## src/rtl/rgb_pwm_ctrl.sv

```systemverilog
// rgb_pwm_ctrl: bus-programmable RGB PWM with a hardware fade (breathing) engine.
// rgb_pwm_lane holds one channel's active duty, level scaling and output flop.

module rgb_pwm_lane #(
  parameter int PWM_BITS = 8
) (
  input  logic                clk,
  input  logic                reset_n,
  input  logic                load,
  input  logic                run,
  input  logic [PWM_BITS-1:0] shadow,
  input  logic [PWM_BITS-1:0] level,
  input  logic [PWM_BITS-1:0] pwm_cnt,
  output logic                pwm
);
  localparam int PW = 2*PWM_BITS + 1;

  logic [PWM_BITS-1:0] duty;
  logic [PWM_BITS:0]   lvl_p1;
  logic [PW-1:0]       prod;
  logic [PWM_BITS:0]   eff;

  // level+1 makes level 255 an exact pass-through and level 0 fully dark.
  assign lvl_p1 = {1'b0, level} + {{PWM_BITS{1'b0}}, 1'b1};
  assign prod   = PW'(duty) * PW'(lvl_p1);
  assign eff    = prod[PW-1:PWM_BITS];

  always_ff @(posedge clk or negedge reset_n) begin
    if (!reset_n) begin
      duty <= '0;
      pwm  <= 1'b0;
    end else begin
      if (load) duty <= shadow;
      pwm <= run & ({1'b0, pwm_cnt} < eff);
    end
  end
endmodule

module rgb_pwm_ctrl #(
  parameter int PWM_BITS   = 8,
  parameter int PRESC_BITS = 16
) (
  input  logic        clk,
  input  logic        reset_n,
  input  logic        cs,
  input  logic        we,
  input  logic [1:0]  addr,
  input  logic [31:0] din,
  output logic [31:0] dout,
  output logic [2:0]  rgb_pwm,
  output logic        done
);
  localparam int NUM_LANES = 3;
  localparam logic [PWM_BITS-1:0] PWM_MAX = '1;
  localparam logic [PWM_BITS-1:0] PWM_ONE = PWM_BITS'(1);

  typedef enum logic [1:0] {
    S_OFF       = 2'd0,
    S_STATIC    = 2'd1,
    S_RAMP_UP   = 2'd2,
    S_RAMP_DOWN = 2'd3
  } state_t;

  typedef struct packed {
    logic [PRESC_BITS-1:0] presc;
    logic                  oneshot;
    logic                  breathe;
    logic                  en;
  } ctrl_t;

  ctrl_t                              ctrl, ctrl_nxt;
  logic [NUM_LANES-1:0][PWM_BITS-1:0] duty_sh;
  logic [15:0]                        step;
  state_t                             state, state_nxt;
  logic [PWM_BITS-1:0]                level, level_nxt, pwm_cnt;
  logic [PRESC_BITS-1:0]              presc_cnt;
  logic [15:0]                        frame_cnt;
  logic [31:0]                        rd_data;
  logic wr, rd, wr_ctrl, wr_duty, wr_step, wr_stat;
  logic tick, frame, ramping, step_evt, en_rise, done_set, duty_load, hold;

  assign wr      = cs & we;
  assign rd      = cs & ~we;
  assign wr_ctrl = wr && (addr == 2'd0);
  assign wr_duty = wr && (addr == 2'd1);
  assign wr_step = wr && (addr == 2'd2);
  assign wr_stat = wr && (addr == 2'd3);

  // Look-ahead control word: enable/disable and mode take effect on the write edge.
  assign ctrl_nxt  = wr_ctrl ? {din[16 +: PRESC_BITS], din[2:0]} : ctrl;
  assign en_rise   = ctrl_nxt.en & ~ctrl.en;
  assign hold      = ~ctrl_nxt.en | (state == S_OFF);
  assign ramping   = (state == S_RAMP_UP) || (state == S_RAMP_DOWN);
  assign tick      = (state != S_OFF) && (presc_cnt >= ctrl.presc);
  assign frame     = tick && (pwm_cnt == PWM_MAX);
  assign step_evt  = frame && ramping && (frame_cnt >= step);
  assign duty_load = frame | en_rise;

  always_ff @(posedge clk or negedge reset_n) begin
    if (!reset_n) begin
      state <= S_OFF;
      level <= '0;
    end else begin
      state <= state_nxt;
      level <= level_nxt;
    end
  end

  always_comb begin
    state_nxt = state;
    level_nxt = level;
    done_set  = 1'b0;
    if (!ctrl_nxt.en) begin
      state_nxt = S_OFF;
      level_nxt = '0;
    end else begin
      case (state)
        S_OFF: begin
          if (!ctrl_nxt.breathe && !ctrl_nxt.oneshot) begin
            state_nxt = S_STATIC;
            level_nxt = PWM_MAX;
          end else begin
            state_nxt = S_RAMP_UP;
          end
        end
        S_STATIC: level_nxt = PWM_MAX;
        S_RAMP_UP: begin
          if (step_evt) begin
            if (!ctrl_nxt.breathe && !ctrl_nxt.oneshot) begin
              state_nxt = S_STATIC;
              level_nxt = PWM_MAX;
            end else begin
              level_nxt = level + 1'b1;
              // oneshot wins over breathe at the top of the ramp
              if (level == PWM_MAX - PWM_ONE) begin
                if (ctrl_nxt.oneshot) begin
                  state_nxt = S_STATIC;
                  done_set  = 1'b1;
                end else begin
                  state_nxt = S_RAMP_DOWN;
                end
              end
            end
          end
        end
        S_RAMP_DOWN: begin
          if (step_evt) begin
            if (!ctrl_nxt.breathe && !ctrl_nxt.oneshot) begin
              state_nxt = S_STATIC;
              level_nxt = PWM_MAX;
            end else begin
              level_nxt = level - 1'b1;
              if (level == PWM_ONE) state_nxt = S_RAMP_UP;
            end
          end
        end
        default: state_nxt = S_OFF;
      endcase
    end
  end

  always_ff @(posedge clk or negedge reset_n) begin
    if (!reset_n) begin
      presc_cnt <= '0;
      pwm_cnt   <= '0;
      frame_cnt <= '0;
    end else if (hold) begin
      presc_cnt <= '0;
      pwm_cnt   <= '0;
      frame_cnt <= '0;
    end else begin
      presc_cnt <= tick ? '0 : presc_cnt + 1'b1;
      if (tick) pwm_cnt <= pwm_cnt + 1'b1;
      if (!ramping || step_evt) frame_cnt <= '0;
      else if (frame)           frame_cnt <= frame_cnt + 1'b1;
    end
  end

  always_comb begin
    rd_data = '0;
    case (addr)
      2'd0: begin
        rd_data[16 +: PRESC_BITS] = ctrl.presc;
        rd_data[2:0]              = {ctrl.oneshot, ctrl.breathe, ctrl.en};
      end
      2'd1:    rd_data[NUM_LANES*PWM_BITS-1:0] = duty_sh;
      2'd2:    rd_data[15:0] = step;
      default: begin
        rd_data[1:0]          = state;
        rd_data[8 +: PWM_BITS] = level;
        rd_data[16]           = done;
      end
    endcase
  end

  always_ff @(posedge clk or negedge reset_n) begin
    if (!reset_n) begin
      ctrl    <= '0;
      duty_sh <= '0;
      step    <= '0;
      done    <= 1'b0;
      dout    <= '0;
    end else begin
      ctrl <= ctrl_nxt;
      if (wr_duty) duty_sh <= din[NUM_LANES*PWM_BITS-1:0];
      if (wr_step) step <= din[15:0];
      if (done_set)                done <= 1'b1;
      else if (wr_stat && din[16]) done <= 1'b0;
      if (rd) dout <= rd_data;
    end
  end

  genvar c;
  generate
    for (c = 0; c < NUM_LANES; c++) begin : g_lane
      rgb_pwm_lane #(.PWM_BITS(PWM_BITS)) u_lane (
        .clk     (clk),
        .reset_n (reset_n),
        .load    (duty_load),
        .run     (ctrl_nxt.en),
        .shadow  (duty_sh[c]),
        .level   (level),
        .pwm_cnt (pwm_cnt),
        .pwm     (rgb_pwm[c])
      );
    end
  endgenerate
endmodule

```

## config.mk

```make
export PLATFORM = sky130hd
export DESIGN_NAME = rgb_pwm_ctrl
export DESIGN_NICKNAME = d
export VERILOG_FILES = /design/src/rtl/rgb_pwm_ctrl.sv
export SDC_FILE = /design/constraint.sdc
export NUM_CORES = 1
export LEC_CHECK = 0
export CORE_ASPECT_RATIO = 0.6
export CORE_MARGIN = 5
export CORE_UTILIZATION = 59
export DETAILED_ROUTE_END_ITERATION = 10
export PLACE_DENSITY = 0.78
export SYNTH_ARGS = -nofsm -noshare
export SYNTH_HDL_FRONTEND = slang
export SYNTH_SLANG_ARGS = --single-unit
```

## constraint.sdc

```tcl
create_clock -name clk -period 6.43 [get_ports clk]
set_input_delay 1.929 -clock clk [delete_from_list [all_inputs] [get_ports clk]]
set_output_delay 1.929 -clock clk [all_outputs]
set_load 0.1 [all_outputs]
```

==> flow_metrics.py <==
metrics = {
    "routing": {
        "num_vias": 11690,
        "wl_per_cell_um": 18.69,
        "drc": 0,
        "first_pass_iters": 6,
        "ant_nets": 0,
        "drt_wl_total_um": 37470,
        "via_per_inst": 5.832,
        "drt_iter0_markers": 924,
    },
    "synth": {
        "ys_ff_latch": 169,
        "synthFlopType": "dfrtp_1",
        "syn-instance-count": 1595,
        "yosys.area_share.simple_pct": 17.45,
        "synthXorXnorAreaFrac_pct": 3.176,
        "synth_top_family_by_area": "adder cells",
        "async_flop_share_pct": 100.0,
        "synth-edff-count": 0,
        "yosys_warnings": 0,
        "netlist_area_um2": 15440,
        "synth_nets": 1923,
        "synth_compound_area_share_pct": 9.326,
        "synth.mux.area_fraction_pct": 6.182,
        "synthAdderAreaFrac_pct": 29.48,
        "syn_area_per_cell_um2": 9.682,
        "synth_cell_types": 77,
        "yosysSeqAreaShare_pct": 27.39,
    },
    "grt": {
        "antenna_found_initial": 0,
        "grt.total_usage_pct": 26.16,
        "grt_pass1_wl_um": 61980,
        "grt_max_degree": 170,
        "grt_overflow": 0,
        "grt_pass1_vias": 11890,
    },
    "worst_setup_path": {
        "required_ps": 6810,
        "arrival_ps": 6400,
        "critical_path.max_stage_delay_ps": 540,
        "cp_max_fo": 10,
        "cp_common_cell": "fa_1",
        "critPathCaptureType": "register",
        "crit_chain": "inv_1 -> nor4b_2 -> xor2_1 -> buf_4 -> and2_1 -> fa_1 -> fa_1 -> fa_1 -> inv_1 -> fa_1 -> inv_1 -> ha_1 -> and2_1 -> a22o_1 -> a311oi_2 -> nor3_2 -> a21oi_1 -> xor2_1 -> ha_1 -> or3_1 -> o21ai_0 -> a21oi_1 -> a21oi_1",
        "crit_slowest_cell": "fa_1",
        "reg2reg_setup_slack_ps": 410,
        "start_kind": "register",
        "path_class": "reg2reg",
    },
    "pwr": {
        "p_leak_nw": 8.472,
        "powerDensity_nw_per_um2": 361.3,
        "ir_worst_vdd_v": 0.0002320,
    },
    "cts": {
        "numCtsBuffers": 17,
        "cts-htree-levels": 4,
        "clockBufferDepth": 2,
        "clock_sinks": 169,
        "cts_tree": "built",
        "postCtsSetupRepairBufs": 0,
        "cts.clk_slew.worst_paths_ps": 80,
        "clk_latency_ps": 440,
        "clockRootBuffer": "clkbuf_16",
    },
    "timing": {
        "rsz0062_at_grt": "no",
        "fin_skew_ps": 12.29,
        "setup_viol": 0,
        "fmax_mhz": 166.1,
        "worst_hold_slack_ps": 482.3,
        "setup_tns_ps": 0,
        "hold_viol": 0,
        "period_share_pct": 93.64,
        "fin_crit_ps": 6021,
        "drv_slew": 0,
        "relSlewSlack_pct": 22.15,
        "worstMarginPinSlew_ps": 1168,
    },
    "die": {
        "die_y_um": 135.3,
        "core_um2": 25510,
        "die_x_um": 218.9,
        "io_pins": 74,
        "rows": 45,
        "initial_core_util_pct": 60.54,
        "die-area_um2": 29620,
    },
    "layout": {
        "area_delta_synth_final_pct": 11.36,
        "antenna_cells": 0,
        "layout-drive-gt1-share_pct": 9.377,
        "mostFrequentLayoutCell": "inv_1",
        "final_nets": 1968,
        "final_cell_mix": "inv_1, ha_1, dfrtp_1",
    },
    "placement": {
        "post-dp-hpwl_um": 28930,
        "gp_congestion": 0.9029,
        "portBuffers": 73,
    },
    "status": {
        "status": "finished clean",
    },
    "flow_run": {
        "cap_viol_max_count": 0,
    },
    "worst_hold_path": {
        "hold_class": "reg2reg",
    },
}
[stage by stage]
stage | power [mW] | utilization, % | cell area, um^2 | instances | setup WS, ps
final | 6.212 | 67.42 | 17200 | 2005 | 409.0
after global routing | 6.783 | 67.42 | 17200 | 2005 | 4.266
after detailed placement | 5.141 | 64.90 | 16550 | 1973 | 235.4
after global placement | 4.981 | 64.90 | 16550 | 1973 | 377.3
after CTS | 6.196 | 67.20 | 17140 | 2005 | 197.5
after floorplan | 4.143 | - | 15440 | 1595 | 487.4
[worst max-delay path, delay by kind of cell (launching register included)]
family,cells,cell delay (ps)
adders and majority gates,6,2520
and+or+nand+nor,5,1210
AOI/OAI and AO/OA,6,980
buffers and inverters,4,470
DFF,1,410
xor gates and xnor gates,2,360
[synth_stat cells, types with 7 or more instances]
master,instances,area (um^2)
xor2_1,29,254.0
nor2b_1,19,118.9
inv_1,203,762.0
fa_1,123,2462
o21ai_0,54,270.3
mux2_2,61,686.9
and2_1,159,994.7
a21o_1,18,135.1
o21ai_1,7,35.03
nand3_1,31,155.2
nand4_1,20,125.1
mux2_1,20,225.2
xnor2_1,27,236.5
or3_1,21,131.4
and3_1,11,68.82
a21oi_1,62,310.3
nor3_1,19,95.09
nand2_1,125,469.2
ha_1,167,2090
clkbuf_1,51,191.4
a22oi_1,21,157.7
nor2_1,62,232.7
dfrtp_1,169,4229
[final timing paths]
| kind | cells after the start | endpoint | from |
|---|---|---|---|
| setup / recovery | 23 | g_lane[2].u_lane.pwm$_DFF_PN0_ | level[0]$_DFFE_PN0P_ |
| min in group asynchronous | 2 | dout[27]$_DFFE_PN0P_ | reset_n |
| hold / removal | 2 | dout[17]$_DFFE_PN0P_ | dout[17]$_DFFE_PN0P_ |
| max in group asynchronous | 2 | level[0]$_DFFE_PN0P_ | reset_n |
| setup reg to reg | 23 | g_lane[2].u_lane.pwm$_DFF_PN0_ | level[0]$_DFFE_PN0P_ |
| hold reg to reg | 2 | dout[17]$_DFFE_PN0P_ | dout[17]$_DFFE_PN0P_ |
[cell families (layout without fill, tap and decap cells)]
kind of cell | count (synthesis) | after routing
simple gates | 505 | 505
fa+ha+maj | 290 | 290
buf+inv | 275 | 333
compound gates | 216 | 216
flops | 169 | 169
mux | 84 | 84
xor+xnor | 56 | 56
[cell type report]
| class | count | area, um^2 |
|---|---|---|
| Fill cell | 2007 | 8309 |
| Clock buffer | 17 | 425.4 |
| Clock inverter | 15 | 160.2 |
| Sequential cell | 169 | 4237 |
| Tap cell | 352 | 440.4 |
| Multi-Input combinational cell | 1151 | 10180 |
| Inverter | 205 | 769.5 |
| Timing Repair Buffer | 96 | 983.4 |
[state kept, by name (all words and copies together) (netlist names)]
name and cells:
ctrl 19, done 1, dout 32, duty_sh 24, frame_cnt 16, g_lane.u_lane.duty 24
g_lane.u_lane.pwm 3, level 8, presc_cnt 16, pwm_cnt 8, state 2, step 16
[layer usage]
layer	vias to the layer above	wire length, um	GRT usage (%)
li1	5405	-	-
met1	5835	18000	39.95
met2	403	16300	38.63
met3	51	2652	5.450
met4	0	516	5.751
met5	-	0	0
[what timing repair did]
| action | in CTS | in global routing |
|---|---|---|
| resized for setup | 0 | 18 |
| hold buffers | 0 | 0 |
| setup endpoints to repair | 0 | 3 |
[power breakdown]
part	leakage [nW]	internal, mW	total, mW	switching [mW]
combinational	6.01	1.46	3.61	2.16
sequential	2.18	1.26	1.57	0.314
clock	0.282	0.519	1.02	0.505
total	8.47	3.24	6.21	2.98
No activity file was read; power rests on OpenSTA's default activity.
